<file path="src/rtl/core_switch_pkg.sv">
// Shared encodings and defaults for the core A/B switchover controller.
// Default holdoff is derived from OSC_FREQ_HZ (1 ms, rounded).
`ifndef OSC_FREQ_HZ
`define OSC_FREQ_HZ 14745600
`endif

package core_switch_pkg;

    localparam int STATE_W = 3;
    localparam int CNT_W   = 16;

    localparam logic [STATE_W-1:0] S_A      = 3'd0;
    localparam logic [STATE_W-1:0] S_B      = 3'd1;
    localparam logic [STATE_W-1:0] S_HOLD_B = 3'd2;
    localparam logic [STATE_W-1:0] S_HOLD_A = 3'd3;
    localparam logic [STATE_W-1:0] S_NONE   = 3'd4;

    localparam int HOLD_CYCLES_DEF = (`OSC_FREQ_HZ + 500) / 1000;

endpackage

</file>
<file path="src/rtl/core_switch_hold_timer.sv">
// 16-bit holdoff counter: synchronous clear, enable, saturating at all-ones,
// with a terminal flag once HOLD_CYCLES-1 cycles have been counted.
module core_switch_hold_timer
    import core_switch_pkg::*;
#(
    parameter int HOLD_CYCLES = HOLD_CYCLES_DEF
) (
    input  logic clk,
    input  logic rst,
    input  logic clr,
    input  logic en,
    output logic done
);

    localparam logic [CNT_W-1:0] LAST = CNT_W'(HOLD_CYCLES - 1);

    logic [CNT_W-1:0] cnt_q, cnt_d;

    always_comb begin
        cnt_d = cnt_q;
        if (clr) begin
            cnt_d = '0;
        end else if (en && (cnt_q != '1)) begin
            cnt_d = cnt_q + 1'b1;
        end
    end

    always_ff @(posedge clk or posedge rst) begin
        if (rst) begin
            cnt_q <= '0;
        end else begin
            cnt_q <= cnt_d;
        end
    end

    assign done = (cnt_q == LAST);

endmodule

</file>
<file path="src/rtl/core_switch_ctrl.sv">
// Core A/B active-selection FSM with qualified holdoff and optional revert.
// Define CORE_SWITCH_COUNT_EN to add the saturating switch_count/clr_count.
module core_switch_ctrl
    import core_switch_pkg::*;
#(
    parameter int HOLD_CYCLES = HOLD_CYCLES_DEF,
    parameter bit REVERTIVE   = 1'b0
) (
    input  logic               clk,
    input  logic               rst,
    input  logic               alive_a,
    input  logic               alive_b,
`ifdef CORE_SWITCH_COUNT_EN
    input  logic               clr_count,
    output logic [7:0]         switch_count,
`endif
    output logic               sel_b,
    output logic               switch_pulse,
    output logic               fault_a,
    output logic               fault_b,
    output logic               no_core,
    output logic [STATE_W-1:0] state
);

    logic [STATE_W-1:0] state_q, state_d;
    logic sel_b_q, sel_b_d;
    logic pulse_q, pulse_d;
    logic fault_a_q, fault_b_q;
    logic abort_b, abort_a;
    logic in_hold, tmr_en, tmr_clr, hold_done;

    // A revert hold was entered with B healthy, so only losing A cancels it.
    assign abort_b = alive_a || !alive_b;
    assign abort_a = REVERTIVE ? !alive_a : (alive_b || !alive_a);

    always_comb begin
        state_d = state_q;
        case (state_q)
            S_A: begin
                if (!alive_a) begin
                    state_d = alive_b ? S_HOLD_B : S_NONE;
                end
            end
            S_B: begin
                if (!alive_b) begin
                    state_d = alive_a ? S_HOLD_A : S_NONE;
                end else if (REVERTIVE && alive_a) begin
                    state_d = S_HOLD_A;
                end
            end
            S_HOLD_B: begin
                if (abort_b) begin
                    state_d = S_A;
                end else if (hold_done) begin
                    state_d = S_B;
                end
            end
            S_HOLD_A: begin
                if (abort_a) begin
                    state_d = S_B;
                end else if (hold_done) begin
                    state_d = S_A;
                end
            end
            S_NONE: begin
                if (sel_b_q ? alive_b : alive_a) begin
                    state_d = sel_b_q ? S_B : S_A;
                end else if (sel_b_q ? alive_a : alive_b) begin
                    state_d = sel_b_q ? S_HOLD_A : S_HOLD_B;
                end
            end
            default: state_d = S_A;
        endcase
    end

    // Counter runs only while remaining in a hold state; any move clears it.
    assign in_hold = (state_q == S_HOLD_A) || (state_q == S_HOLD_B);
    assign tmr_en  = in_hold && (state_d == state_q);
    assign tmr_clr = !tmr_en;

    core_switch_hold_timer #(
        .HOLD_CYCLES(HOLD_CYCLES)
    ) u_hold_timer (
        .clk (clk),
        .rst (rst),
        .clr (tmr_clr),
        .en  (tmr_en),
        .done(hold_done)
    );

    always_comb begin
        sel_b_d = sel_b_q;
        if (state_d == S_A) begin
            sel_b_d = 1'b0;
        end else if (state_d == S_B) begin
            sel_b_d = 1'b1;
        end
        pulse_d = sel_b_d ^ sel_b_q;
    end

    always_ff @(posedge clk or posedge rst) begin
        if (rst) begin
            state_q   <= S_A;
            sel_b_q   <= 1'b0;
            pulse_q   <= 1'b0;
            fault_a_q <= 1'b0;
            fault_b_q <= 1'b0;
        end else begin
            state_q   <= state_d;
            sel_b_q   <= sel_b_d;
            pulse_q   <= pulse_d;
            fault_a_q <= !alive_a;
            fault_b_q <= !alive_b;
        end
    end

`ifdef CORE_SWITCH_COUNT_EN
    logic [7:0] count_q, count_d;

    always_comb begin
        count_d = count_q;
        if (clr_count) begin
            count_d = '0;
        end else if (pulse_d && (count_q != 8'hFF)) begin
            count_d = count_q + 8'd1;
        end
    end

    always_ff @(posedge clk or posedge rst) begin
        if (rst) begin
            count_q <= '0;
        end else begin
            count_q <= count_d;
        end
    end

    assign switch_count = count_q;
`endif

    assign sel_b        = sel_b_q;
    assign switch_pulse = pulse_q;
    assign fault_a      = fault_a_q;
    assign fault_b      = fault_b_q;
    assign no_core      = (state_q == S_NONE);
    assign state        = state_q;

endmodule

</file>
<file path="config.mk">
export PLATFORM = sky130hd
export DESIGN_NAME = core_switch_ctrl
export DESIGN_NICKNAME = d
export VERILOG_FILES = /design/src/rtl/core_switch_pkg.sv /design/src/rtl/core_switch_hold_timer.sv /design/src/rtl/core_switch_ctrl.sv
export SDC_FILE = /design/constraint.sdc
export NUM_CORES = 1
export LEC_CHECK = 0
export CORE_MARGIN = 1.5
export CORE_UTILIZATION = 45
export CTS_CLUSTER_DIAMETER = 40
export DETAILED_ROUTE_END_ITERATION = 8
export PLACE_DENSITY_LB_ADDON = 0.2
export SYNTH_ARGS = -nofsm -noshare
export SYNTH_HDL_FRONTEND = slang
export SYNTH_SLANG_ARGS = --single-unit
</file>
<file path="constraint.sdc">
create_clock -name clk -period 5.3 [get_ports clk]
set_clock_uncertainty 0.2 [all_clocks]
set_input_delay 1.06 -clock clk [delete_from_list [all_inputs] [get_ports clk]]
set_output_delay 1.06 -clock clk [all_outputs]
set_load 0.01 [all_outputs]
</file>
== Word level (Yosys, flattened, before mapping) ==
Index checks and enable logic that the tools add are counted.

* Add/subtract/negate cells: 1
* Reduce and logical (&&, ||, !) cells: 9
* Equal/unequal tests: 9
* Bitwise logic cells: 1
* Muxes and demuxes: 19

{| class="wikitable"
|+ Operators by type and width
! kind !! number
|-
| $mux W16 || 2
|-
| $mux W3 || 10
|-
| $add A16 B1 Y16 const B || 1
|-
| $eq A16 B14 Y1 const B || 1
|-
| $ne A16 B16 Y1 const B || 1
|-
| $pmux W3 S5 || 1
|-
| $eq A3 B1 Y1 const B || 2
|-
| $eq A3 B2 Y1 const B || 2
|-
| $logic_not A3 Y1 || 2
|-
| $mux W1 || 6
|-
| $eq A3 B3 Y1 || 1
|-
| $eq A3 B3 Y1 const B || 1
|-
| $logic_or A1 B1 Y1 || 3
|-
| $logic_and A1 B1 Y1 || 2
|-
| $logic_not A1 Y1 || 2
|-
| $ne A2 B2 Y1 const B || 1
|-
| $xor A1 B1 Y1 || 1
|}

* Logic and storage cells: 45
* Output and inout port bits: 8
* Bits in registers: 23
* Input bits: 4

== Longest topological paths before layout ==
Gate-level depths: netlist of the first run.

* Depth in word-level cells: 9
* Gate-level depth with buffers: 7
* Mapped depth without buffers: 7

== Cells and area by module ==
A second synthesis of the first run with hierarchy kept.

* Cells, all modules: 141
* Area total of the unflattened synthesis: 1,352.5 sq um

{| class="wikitable"
|+ By module, submodules not included
! module !! sequential area each (sq um) !! cells an instance !! area an instance (sq um) !! instances
|-
| core_switch_hold_timer || 400.4 || 104 || 967.2 || 1
|-
| core_switch_ctrl || 175.2 || 37 || 385.4 || 1
|}

== Least setup slack after synthesis of the first run ==
Ideal clock, no wire load.

* Path kind: input to register
* Start: input port alive_a
* End: register sel_b_q (netlist: sel_b)
* Buffers on the path: 0
* Data arrival time: 2.297 ns
* Required time: 4.975 ns
* Setup time: 0.125 ns
* Slack: 2.678 ns
* Cell stages on the path: 5
* Path through: or3b_2 -> a211oi_1 -> a211oi_1 -> nor2b_1 -> mux2_4

* Word-level cells in the longest chain between the ends: 7
* Elaborated cells on any way between the ends: 17
* Classes of those cells: 1 x eq/ne; 12 x mux; 4 x reduce/logical

{| class="wikitable"
|+ Ends and longest elaborated chain
! what !! RTL line !! source
|-
| from (decl) || core_switch_ctrl.sv:11 || <nowiki>input logic alive_a,</nowiki>
|-
| $mux W1 / $logic_not A1 Y1 (equally long branches) || core_switch_ctrl.sv:68, core_switch_ctrl.sv:34 ||
|-
| $mux W3 / $logic_or A1 B1 Y1 (equally long branches) || core_switch_ctrl.sv:68, core_switch_ctrl.sv:34 ||
|-
| $mux W3 (on tied branches) || core_switch_ctrl.sv:66, core_switch_ctrl.sv:59 ||
|-
| $pmux W3 S5 * || core_switch_ctrl.sv:38 || <nowiki>case (state_q)</nowiki>
|-
| $eq A3 B1 Y1 || core_switch_ctrl.sv:95 || <nowiki>end else if (state_d == S_B) begin</nowiki>
|-
| $mux W1 || core_switch_ctrl.sv:95 ||
|-
| $mux W1 * || core_switch_ctrl.sv:93 || <nowiki>if (state_d == S_A) begin</nowiki>
|-
| via sel_b_d || core_switch_ctrl.sv:26 || <nowiki>logic sel_b_q, sel_b_d;</nowiki>
|-
| to (signal assigned) || core_switch_ctrl.sv:110 || <nowiki>sel_b_q <= sel_b_d;</nowiki>
|-
| to (decl) || core_switch_ctrl.sv:26 ||
|}

Mark *: on every way through the listed nets, which the timed path passes. The rest lies on a longest branch.
A chain may end at the register's enable or synchronous reset.

== Final worst setup path of the first run ==
* Start: input port alive_b
* End: register u_hold_timer.cnt_q[11]

* Word-level cells in the longest chain between the ends: 8
* Elaborated cells on any way between the ends: 18
* Classes of those cells: 2 x eq/ne; 11 x mux; 5 x reduce/logical

{| class="wikitable"
|+ Ends and longest elaborated chain
! what !! RTL line !! source
|-
| from (decl) || core_switch_ctrl.sv:12 || <nowiki>input logic alive_b,</nowiki>
|-
| $mux W1 / $logic_not A1 Y1 (equally long branches) || core_switch_ctrl.sv:68, core_switch_ctrl.sv:33 ||
|-
| $mux W3 / $logic_or A1 B1 Y1 (equally long branches) || core_switch_ctrl.sv:68, core_switch_ctrl.sv:33 ||
|-
| $mux W3 (on tied branches) || core_switch_ctrl.sv:66, core_switch_ctrl.sv:52 ||
|-
| $pmux W3 S5 * || core_switch_ctrl.sv:38 ||
|-
| $eq A3 B3 Y1 * || core_switch_ctrl.sv:78 || <nowiki>assign tmr_en = in_hold && (state_d == state_q);</nowiki>
|-
| $logic_and A1 B1 Y1 * || core_switch_ctrl.sv:78 ||
|-
| $logic_and A1 B1 Y1 || core_switch_hold_timer.sv:23 || <nowiki>end else if (en && (cnt_q != '1)) begin</nowiki>
|-
| $ne A2 B2 Y1 (no line) || -- ||
|-
| to (signal assigned) || core_switch_hold_timer.sv:32 || <nowiki>cnt_q <= cnt_d;</nowiki>
|-
| to (decl) || core_switch_hold_timer.sv:17 || <nowiki>logic [CNT_W-1:0] cnt_q, cnt_d;</nowiki>
|}

Mark *: on every way between the ends. The rest lies on a longest branch, timed or not.

==> impl_results.md, run 1 <==
- FF-to-FF Start: u_hold_timer.cnt_q[1]$_DFFE_PP0P_
- Fin nets: between 100 and 150
- Post-CTS Setup Repair Bufs: 0
- Port bufs: 11
- Antenna fix cells: 0
- Max Slew Vio Count: 0
- Hpwl dp: ~1900 um
- Hold EP: u_hold_timer.cnt_q[9]$_DFFE_PP0P_
- Final setup TNS: 0 ps
- Critical path class: in -> reg
- Fin area: roughly 1400 sq um
- FF-to-FF path depth: 7
- Hold Crit Depth: 2
- First-pass GRT wire length: around 4300 um
- Initial DRC Count: 31
- Synth Cell Area: between 1000 and 1500 sq um
- Drt wl/cell: between 10 and 15 um
- Cell variety after synth: 38
- Final wirelength: approximately 2600 um
- Root buffer cell: clkbuf_4
- Worst IR drop on VDD: roughly 210 uV
- Period utilization: between 50% and 60%
- RSZ-0062 raised after global routing: false
- Pin count of the biggest net entering global routing: 24
- Worst-path fanout max: 16
- Reg2Reg Setup Slack: ~2900 ps
- Tot Pwr: about 0.00030 W
- Io pins: 12
- Die height: approximately 56 um
- Total congestion overflow: 0
- Worst-path clk slew: about 120 ps
- Hold Fails Final Rpt: 0
- Sequential area share after synthesis: between 40 and 50%
- Cts repair resizes: 0
- Pwr dens: approximately 210 nW/um^2
- Antenna viol nets, final: 0
- Shortest period the worst path allows: around 3000 ps
- Clk_lat worst skew: about 320 ps
- P&R area growth vs syn: 13.9%
- Initial antenna violation count: 0
- CTS Buffer Depth: 2
- Number of vias per cell: a little under 6
- Worst R2R End: sel_b$_DFF_PP0_
- TritonCTS clock tree: done
- Vias in the first global route: 930
- Worst-margin pin slew: approximately 830 ps
- Global placer's final weighted congestion: 0.851
- CP arrival: 3070 ps
- Crit path largest cell delay: 580 ps
- Normalized max-slew margin: between 40 and 50%
- Hold crit path type: reg -> reg
- Final setup margin: 2260 ps
- Buffers & Inverters on Critical Path: 1
- Die ar.: 3110 sq um
- Clock sink count: 23
- DRC viols: 0
- CTS H-tree depth: 1
- Synthesized area per cell: slightly below 10 sq um
- Rows: 18
- Commonest non-fill, non-tap cells in the layout: dfrtp_1 (23), nor2_1 (15), nand2_1 (11), clkdlybuf4s50_1 (11), a211oi_1 (8)
- Syn nets: approximately 130
- Num CTS Buffers: 3
- Final Setup Violations: 0
- Core Region: roughly 2600 sq um
- Mapped Cells: between 100 and 150
- CTS Hold Bufs: 0
- Max stage delay cell, worst path: clkdlybuf4s50_1
- DR pass1 iterations: 4
- Yosys warns: 0
- Cell family with most CP delay: simple AND/OR/NAND/NOR gates
- Seq cells post-synth: 23
- Worst EP required: between 5000 and 6000 ps
- Critical path endpoint category: flip-flop
- Max-Cap Viols: 0
- Hold_sp: u_hold_timer.cnt_q[9]$_DFFE_PP0P_
- Status: complete, no violations
- Initial Util: ~49%
- GRT Total Usage: between 10% and 20%
- Critical path startpoint category: input port
- Most common cell after layout, fill and taps aside: dfrtp_1
- Area after DPL: 1400 sq um
- F_max: 0.329 GHz
- Vias: approximately 1,000
- Proportion of layout cells with a drive suffix above 1: 9.93%
- CP cell instances: clkdlybuf4s50_1, or3b_2, a21boi_1, nand2_1, a311oi_1
- Pre-CTS setup slack: a little under 2000 ps
- Lkg Pwr: 0.530 nW
- Die W: approximately 56 um
-- tightest hold or removal path, stage by stage (launching register included) --
cell and delay, ps:
dfrtp_1 430, xnor2_1 130, nor2_1 40
-- state kept, by name (all words and copies together), names as in the netlist --
name / count
fault_a: 1
u_hold_timer.cnt_q: 16
state: 3
switch_pulse: 1
fault_b: 1
sel_b: 1
-- cell families after synthesis --
logic type | after synthesis | synth area share [%]
simple gates | 62 | 29.3
flops | 23 | 45.9
compound gates | 21 | 11.6
xor+xnor | 9 | 6.28
buf+inv | 7 | 2.09
mux | 3 | 2.89
fa+ha+maj | 2 | 1.99
-- power by group --
part / switching [W] / internal [W] / total, W
combinational: 0.0000156 / 0.0000142 / 0.0000297
clock: 0.0000559 / 0.0000289 / 0.0000848
sequential: 0.00000444 / 0.000179 / 0.000183
-- worst max-delay path by stage --
stage,cells past startpoint,slack (ps),end,start
2_1_floorplan,5,2680,sel_b$_DFF_PP0_,alive_a
3_3_place_gp,5,2050,u_hold_timer.cnt_q[11]$_DFFE_PP0P_,alive_b
3_5_place_dp,5,1950,u_hold_timer.cnt_q[11]$_DFFE_PP0P_,alive_b
4_1_cts,5,2290,u_hold_timer.cnt_q[11]$_DFFE_PP0P_,alive_b
5_1_grt,5,2080,u_hold_timer.cnt_q[11]$_DFFE_PP0P_,alive_b
6_report,5,2260,u_hold_timer.cnt_q[11]$_DFFE_PP0P_,alive_b
-- metal layers --
layer | global-route usage, % | routed length [um]
met3 | 4.19 | 104
met4 | 4.76 | 29
met2 | 26.2 | 1140
met1 | 24.6 | 1280
met5 | 0 | 0
-- cell usage after synthesis, drive strengths merged --
master | n | area, sq um
a21oi | 6 | 30.0
a211oi | 8 | 60.1
xnor2 | 7 | 61.3
or2 | 2 | 12.5
a311oi | 1 | 8.76
dfrtp | 23 | 576
nand2b | 1 | 6.26
a2111oi | 1 | 8.76
clkbuf | 1 | 3.75
nor4 | 1 | 6.26
nor2b | 2 | 12.5
nand2 | 11 | 41.3
and4 | 2 | 17.5
nor3b | 5 | 42.5
nand4b | 1 | 8.76
a21boi | 1 | 7.51
nor3 | 3 | 15.0
nand3 | 3 | 15.0
and4bb | 1 | 12.5
o311a | 1 | 10.0
mux2i | 1 | 10.0
nand3b | 3 | 22.5
ha | 2 | 25.0
and2 | 2 | 12.5
or3b | 2 | 17.5
xor2 | 2 | 17.5
nor4b | 3 | 32.5
a31oi | 1 | 6.26
a41oi | 1 | 8.76
inv | 6 | 22.5
nand4 | 4 | 25.0
mux2 | 2 | 26.3
or3 | 1 | 11.3
o21ai | 1 | 5.00
nor2 | 15 | 56.3
-- area by class of cell --
type                    instances  area (sq um)
fillers                       235          1140
multi-input cells              97           653
flip-flops and latches         23           576
repair buffers                 11           110
well taps                      30          37.5
clock buffers                   3          22.5
inverters                       6          22.5
clock inverters                 1          7.51
-- metrics by stage --
stage / hold WS [ps] / util [%] / std cells
after floorplan: 344 / - / 127
after global placement: 387 / 54.5 / 167
after detailed placement: 396 / 54.5 / 167
after CTS: 416 / 55.7 / 171
after global routing: 458 / 55.7 / 171
final: 419 / 55.7 / 171
Note: power is estimated with default switching activity, not from simulation.
==> run 2: changes to the inputs <==
==> constraint.sdc (replaced) <==
create_clock -name clk -period 2.9 [get_ports clk]
set_clock_uncertainty 0.2 [all_clocks]
set_input_delay 0.58 -clock clk [delete_from_list [all_inputs] [get_ports clk]]
set_output_delay 0.58 -clock clk [all_outputs]
set_load 0.01 [all_outputs]
==> run 2 against run 1 <==
Compared with the run above: die area did not move; combinational power rose by 94%; global-route usage up 0.26 points; power increased by 82%; sequential power grew 83%; critical path type unchanged; highest routed layer unchanged; worst setup slack got worse by 1800 ps.
==> impl_results.md, run 2 (synthesis gave the netlist of run 1 again) <==
- Clock Power Share: 27.4%
- Sw Ratio: between 20% and 30%
- Fillers: 243
- Critical path class: in -> reg
- CTS H-tree depth: 1
- Worst-margin pin slew: ~670 ps
- Max-Cap Viols: 0
- Largest register FFs: 16
- P&R area growth vs syn: 16.3%
- Max Slew Vio Count: 0
- Worst-path fanout max: 7
- Pwr dens: roughly 370 nW/um^2
- Vias in the first global route: slightly above 900
- CP arrival: 2490 ps
- F_max: 0.404 GHz
- Post-CTS Setup Repair Bufs: 0
- Die ar.: 3110 sq um
- Critical path startpoint category: input port
- Worst R2R End: sel_b$_DFF_PP0_
- Reg2Reg Setup Slack: about 570 ps
- Status: complete, no violations
- TritonCTS clock tree: done
- CTS Buffer Depth: 2
- Worst EP required: 2910 ps
- Antenna viol nets, final: 0
- DRC viols: 0
- Core Region: around 2600 sq um
- FF-to-FF path depth: 7
- Reg with most FFs: u_hold_timer.cnt_q
- Tot Pwr: roughly 0.00054 W
- Antenna fix cells: 0
- DR pass1 iterations: 4
- Period utilization: around 85%
- Final core occ: a little under three fifths
- CTS Hold Bufs: 0
- Die W: between 50 and 60 um
- Lkg Pwr: around 0.55 nW
- First-pass GRT wire length: ~4300 um
- Final Setup Violations: 0
- Critical path origin: alive_b
- Hold Fails Final Rpt: 0
- Die height: between 50 and 60 um
- Num CTS Buffers: 3
- Final wirelength: 2490 um
- Commonest non-fill, non-tap cells in the layout: dfrtp_1 (23), nor2_1 (15), nand2_1 (11), clkdlybuf4s50_1 (11), a211oi_1 (8)
- Rows: 18
- Port bufs: 11
- Initial DRC Count: 20
- Sequential share of power: approximately three fifths
- Worst IR drop on VDD: between 300 and 400 uV
- Switch Pwr: 0.000132 W
- Final setup TNS: 0 ps
- Number of vias per cell: between 5 and 6
- Internal power: between 0.0004 and 0.0005 W
- Fin area: between 1000 and 1500 sq um
- Root buffer cell: clkbuf_4
- GRT Total Usage: between 10% and 20%
- Gate power share: a little over a tenth
- Cts repair resizes: 0
- Io pins: 12
- Global placer's final weighted congestion: between 0.8 and 0.9
- Area after DPL: around 1400 sq um
- Most common cell after layout, fill and taps aside: dfrtp_1
- Worst-path clk slew: around 130 ps
- Shortest period the worst path allows: between 2000 and 2500 ps
- Clock sink count: 23
- Clk_lat worst skew: about 310 ps
- Critical path endpoint category: flip-flop
- Hold crit path type: in -> async
- Hpwl dp: between 1500 and 2000 um
- Total congestion overflow: 0
- FF-to-FF Start: u_hold_timer.cnt_q[1]$_DFFE_PP0P_
- Initial antenna violation count: 0
- Normalized max-slew margin: 55.3%
- Fin nets: between 150 and 200
- Initial Util: roughly half
- Drt wl/cell: around 14 um
- RSZ-0062 raised after global routing: false
- Pin count of the biggest net entering global routing: 24
- Proportion of layout cells with a drive suffix above 1: 12.4%
- Vias: around 1,000
-- run 2: final cells by class --
type	count	area, sq um	area share [%]
timing repair buffer	15	140	9.61
multi-input combinational	97	653	44.8
clock inverter	1	7.51	0.515
tap	30	37.5	2.57
inverter	6	22.5	1.54
clock buffer	3	22.5	1.54
sequential	23	576	39.5
-- run 2: how the worst max path moves through the flow --
stage / to / depth (start not counted)
floorplan: sel_b$_DFF_PP0_ / 5
global placement: sel_b$_DFF_PP0_ / 6
detailed placement: sel_b$_DFF_PP0_ / 6
CTS: sel_b$_DFF_PP0_ / 6
global route: sel_b$_DFF_PP0_ / 7
finish: sel_b$_DFF_PP0_ / 6
-- run 2: per-stage QoR --
step / worst slack, ps / std cells / hold slack [ps]
after detailed placement: 95.0 / 171 / 402
after global routing: 315 / 175 / 419
final: 427 / 175 / 379
after global placement: 187 / 171 / 384
after floorplan: 758 / 127 / 344
after CTS: 445 / 175 / 383
-- run 2: metal layers --
metal  share of wire (%)  wire length, um  up-vias  global-route usage (%)
met5                   0                0        -                       0
met4                0.40               10        0                    3.40
met3                 4.1              102        2                    5.35
met2                  45             1120       22                    25.0
met1                  50             1260      495                    26.4
li1                    -                -      495                       -
-- run 2: worst max-delay path: stages --
cell and delay [ps]:
clkdlybuf4s50_1 580, or3b_2 470, a211oi_1 270, a211oi_1 130, nor2b_1 180, mux2_4 290
-- run 2: power by group through the flow --
| stage | Sequential [W] | Combinational (W) | Clock (W) |
|---|---|---|---|
| final | 0.000334 | 0.0000576 | 0.000148 |
| after global routing | 0.000336 | 0.0000644 | 0.000168 |
| after CTS | 0.000334 | 0.0000588 | 0.000156 |
| after detailed placement | 0.000340 | 0.0000584 | 0 |
| after global placement | 0.000340 | 0.0000572 | 0 |
| after floorplan | 0.000341 | 0.0000283 | 0 |
==> run 3: changes to the inputs <==
--- a/config.mk
+++ b/config.mk
@@ -8,8 +8,11 @@
 export CORE_MARGIN = 1.5
 export CORE_UTILIZATION = 45
 export CTS_CLUSTER_DIAMETER = 40
+export CTS_CLUSTER_SIZE = 14
 export DETAILED_ROUTE_END_ITERATION = 8
 export PLACE_DENSITY_LB_ADDON = 0.2
 export SYNTH_ARGS = -nofsm -noshare
 export SYNTH_HDL_FRONTEND = slang
+export SYNTH_HIERARCHICAL = 1
 export SYNTH_SLANG_ARGS = --single-unit
+export TNS_END_PERCENT = 50
==> run 3 against run 2 <==
Compared with the run above: wire length up 30%; count of clock-buffer cells in the layout stayed put; final cell count grew 13%; critical path depth is 7 higher; sequential share of layout area is 4.2 points lower; sequential power decreased by 2%; critical path type is now reg -> reg; critical endpoint is now u_hold_timer/cnt_q[8]$_DFFE_PP0P_.
==> impl_results.md, run 3 <==
- Critical path class: reg -> reg
- Synthesized area per cell: between 9 and 10 sq um
- Final wirelength: approximately 3200 um
- Worst-path fanout max: 6
- CTS H-tree depth: 1
- Seq cells post-synth: 23
- CTS Buffer Depth: 2
- Post-Synth Simple-Gate Area: between 20% and 30%
- Reg2Reg Setup Slack: roughly 180 ps
- Most common cell in the synthesized netlist: dfrtp_1
- Area after DPL: 1590 sq um
- Post-synth ARST share: between 90% and 100%
- Syn nets: 147
- Die ar.: between 3000 and 4000 sq um
- Fin nets: about 170
- Max stage delay cell, worst path: dfrtp_1
- Xor/xnor share of the synthesized area: 0%
- Final Setup Violations: 0
- Storage element area: 576 sq um
- Io pins: 12
- Yosys top cell by area: dfrtp_1
- Compound-Gate Fraction of Synth Area: between 15 and 20%
- Cell family with most CP delay: simple AND/OR/NAND/NOR gates
- Core Region: 2810 sq um
- Status: complete, no violations
- Root buffer cell: clkbuf_4
- Tot Pwr: roughly 0.00052 W
- Ys flop type: dfrtp_1
- Initial antenna violation count: 0
- Vias in the first global route: ~1,200
- Largest family of logic cells by synthesized area: simple AND/OR/NAND/NOR gates
- Sequential area share after synthesis: 42.6%
- Clk_lat worst skew: 310 ps
- Final setup margin: around 180 ps
- Fin cells: 197
- Share of the synthesized area in the top cell type: 42.6%
- First-pass GRT wire length: between 5000 and 6000 um
- Critical path startpoint category: flip-flop
- Critical path endpoint category: flip-flop
- Port bufs: 11
- Adder-Cell Fraction of Synth Area: around 1.9%
- Vias: around 1,200
- Antenna viol nets, final: 0
- Yosys warns: 6
- Number of vias per cell: about 6.1
- Max-Cap Viols: 0
- Post-synth EDFFs: 0
- Normalized max-slew margin: a little under three fifths
- Die height: 57.8 um
- Shortest period the worst path allows: 2720 ps
- Cell variety after synth: 42
- Drt wl/cell: about 16 um
- Worst-margin pin slew: 637 ps
- Synth area leaders: dfrtp_1 (43%), a21oi_1 (5.2%), mux2_2 (4.2%)
- Min Hold Slack: between 300 and 400 ps
- Hold Fails Final Rpt: 0
- Max Slew Vio Count: 0
- Clock sink count: 23
- Die W: between 50 and 60 um
- Fin area: between 1500 and 2000 sq um
- Fillers: ~260
- Buffers & Inverters on Critical Path: 3
- Mapped Cells: around 140
- FF-to-FF Start: u_hold_timer/cnt_q[0]$_DFFE_PP0P_
- Hold crit path type: in -> async
- Antenna fix cells: 0
- Pwr dens: about 320 nW/um^2
- CP cell instances: ha_1, nor4bb_1, nand4_1, nor2_1, nor3_1, nand2_1, inv_1, buf_4, and3_1, nand3_2, buf_4, or3_1, a21oi_1
- Pin count of the biggest net entering global routing: 22
- P&R area growth vs syn: 20.7%
- Worst R2R End: u_hold_timer/cnt_q[8]$_DFFE_PP0P_
- Largest register FFs: 16
- Initial Util: approximately half
- Pre-CTS setup slack: -278 ps
- Period utilization: 94.0%
- DRC viols: 0
- DR pass1 iterations: 4
- Num CTS Buffers: 3
- Commonest non-fill, non-tap cells in the layout: dfrtp_1 (23), a21oi_1 (14), buf_4 (14), nor2_1 (11), clkdlybuf4s50_1 (9)
- Post-CTS Setup Repair Bufs: 0
- Most common cell after layout, fill and taps aside: dfrtp_1
- Worst IR drop on VDD: just under 400 uV
- Global placer's final weighted congestion: 0.882
- GRT Total Usage: a little over a fifth
- FF-to-FF path depth: 13
- Proportion of layout cells with a drive suffix above 1: between 20% and 30%
- Worst EP required: approximately 2900 ps
- Synth Cell Area: approximately 1400 sq um
- F_max: between 0.3 and 0.4 GHz
- Lkg Pwr: slightly below 0.7 nW
- Placed insts: a little under 200
- TritonCTS clock tree: done
- Post-synthesis mux area share: roughly 7.2%
- Hpwl dp: 2400 um
- Synth cell count leaders: dfrtp_1 (23), a21oi_1 (14), nor2_1 (11)
- CP arrival: ~2800 ps
- Rows: 19
- Crit path largest cell delay: about 450 ps
- Reg with most FFs: u_hold_timer/cnt_q
- Area of the multi-input gates: between 700 and 800 sq um
- RSZ-0062 raised after global routing: false
- Worst-path clk slew: around 130 ps
- Initial DRC Count: 63
- Total congestion overflow: 0
- Crit path top cell by count: buf_4
==> run 3: changes by cell type after synthesis, sizes merged, moves of 4 or more <==
cell    change
or4         +4
nand4       +4
a21oi       +8
mux2        +4
a211oi      -6
nor2b       +4
nor3b       -4
o31ai       +6
xnor2       -7
==> run 3: worst reg2reg max path, delay by kind of cell, from the launching register on <==
| family | cells | cell delay [ps] |
|---|---|---|
| adder cells (fa/ha/maj) | 1 | 220 |
| buffers and inverters | 3 | 360 |
| flip-flops | 1 | 450 |
| AND/OR/NAND/NOR | 8 | 1250 |
| AO/OA/AOI/OAI | 1 | 190 |
==> run 3: worst max path at each step <==
stage	start	end	slack [ps]	depth (start not counted)
2_1_floorplan	u_hold_timer/cnt_q[0]$_DFFE_PP0P_	u_hold_timer/cnt_q[15]$_DFFE_PP0P_	300	11
3_3_place_gp	alive_a	u_hold_timer/cnt_q[15]$_DFFE_PP0P_	-140	10
3_5_place_dp	alive_a	u_hold_timer/cnt_q[15]$_DFFE_PP0P_	-280	10
4_1_cts	alive_a	u_hold_timer/cnt_q[8]$_DFFE_PP0P_	60	12
5_1_grt	u_hold_timer/cnt_q[0]$_DFFE_PP0P_	u_hold_timer/cnt_q[12]$_DFFE_PP0P_	7	12
6_report	u_hold_timer/cnt_q[0]$_DFFE_PP0P_	u_hold_timer/cnt_q[8]$_DFFE_PP0P_	180	13
==> run 3: logic make-up after synthesis <==
kind of cell    Yosys count
compound gates           31
mux                       9
fa+ha+maj                 2
flops                    23
buf+inv                  11
simple gates             65
==> run 3: stage by stage <==
step	TNS (ps)	utilization, %
CTS	0	57.6
floorplan	0	-
global placement	-697	56.6
finish	0	58.2
detailed placement	-1590	56.6
global route	0	58.2
==> run 3: area by class of cell <==
cell class                 count  share of cell area, %
clock buffer                   3                   1.38
tap                           31                   2.38
multi-input combinational    107                   45.6
sequential                    23                   35.2
timing repair buffer          25                   13.5
inverter                       7                   1.61
clock inverter                 1                  0.307
==> run 3: timing repair <==
| action | CTS | global route |
|---|---|---|
| setup endpoints to repair | 0 | 5 |
| hold buffers | 0 | 0 |
| hold endpoints to repair | 0 | 0 |
| resized for setup | 0 | 5 |
==> run 3: layer usage <==
layer / part of all wire (%) / GRT usage (%)
met1: 46 / 28.7
met2: 48 / 33.4
met3: 5.0 / 4.24
met4: 0.65 / 5.98
met5: 0 / 0
==> run 3: where the power goes <==
group / switching [W] / internal (W) / leakage (nW)
Sequential: 0.00000436 / 0.000324 / 0.315
Combinational: 0.0000226 / 0.0000195 / 0.350
Clock: 0.0000965 / 0.0000516 / 0.0177
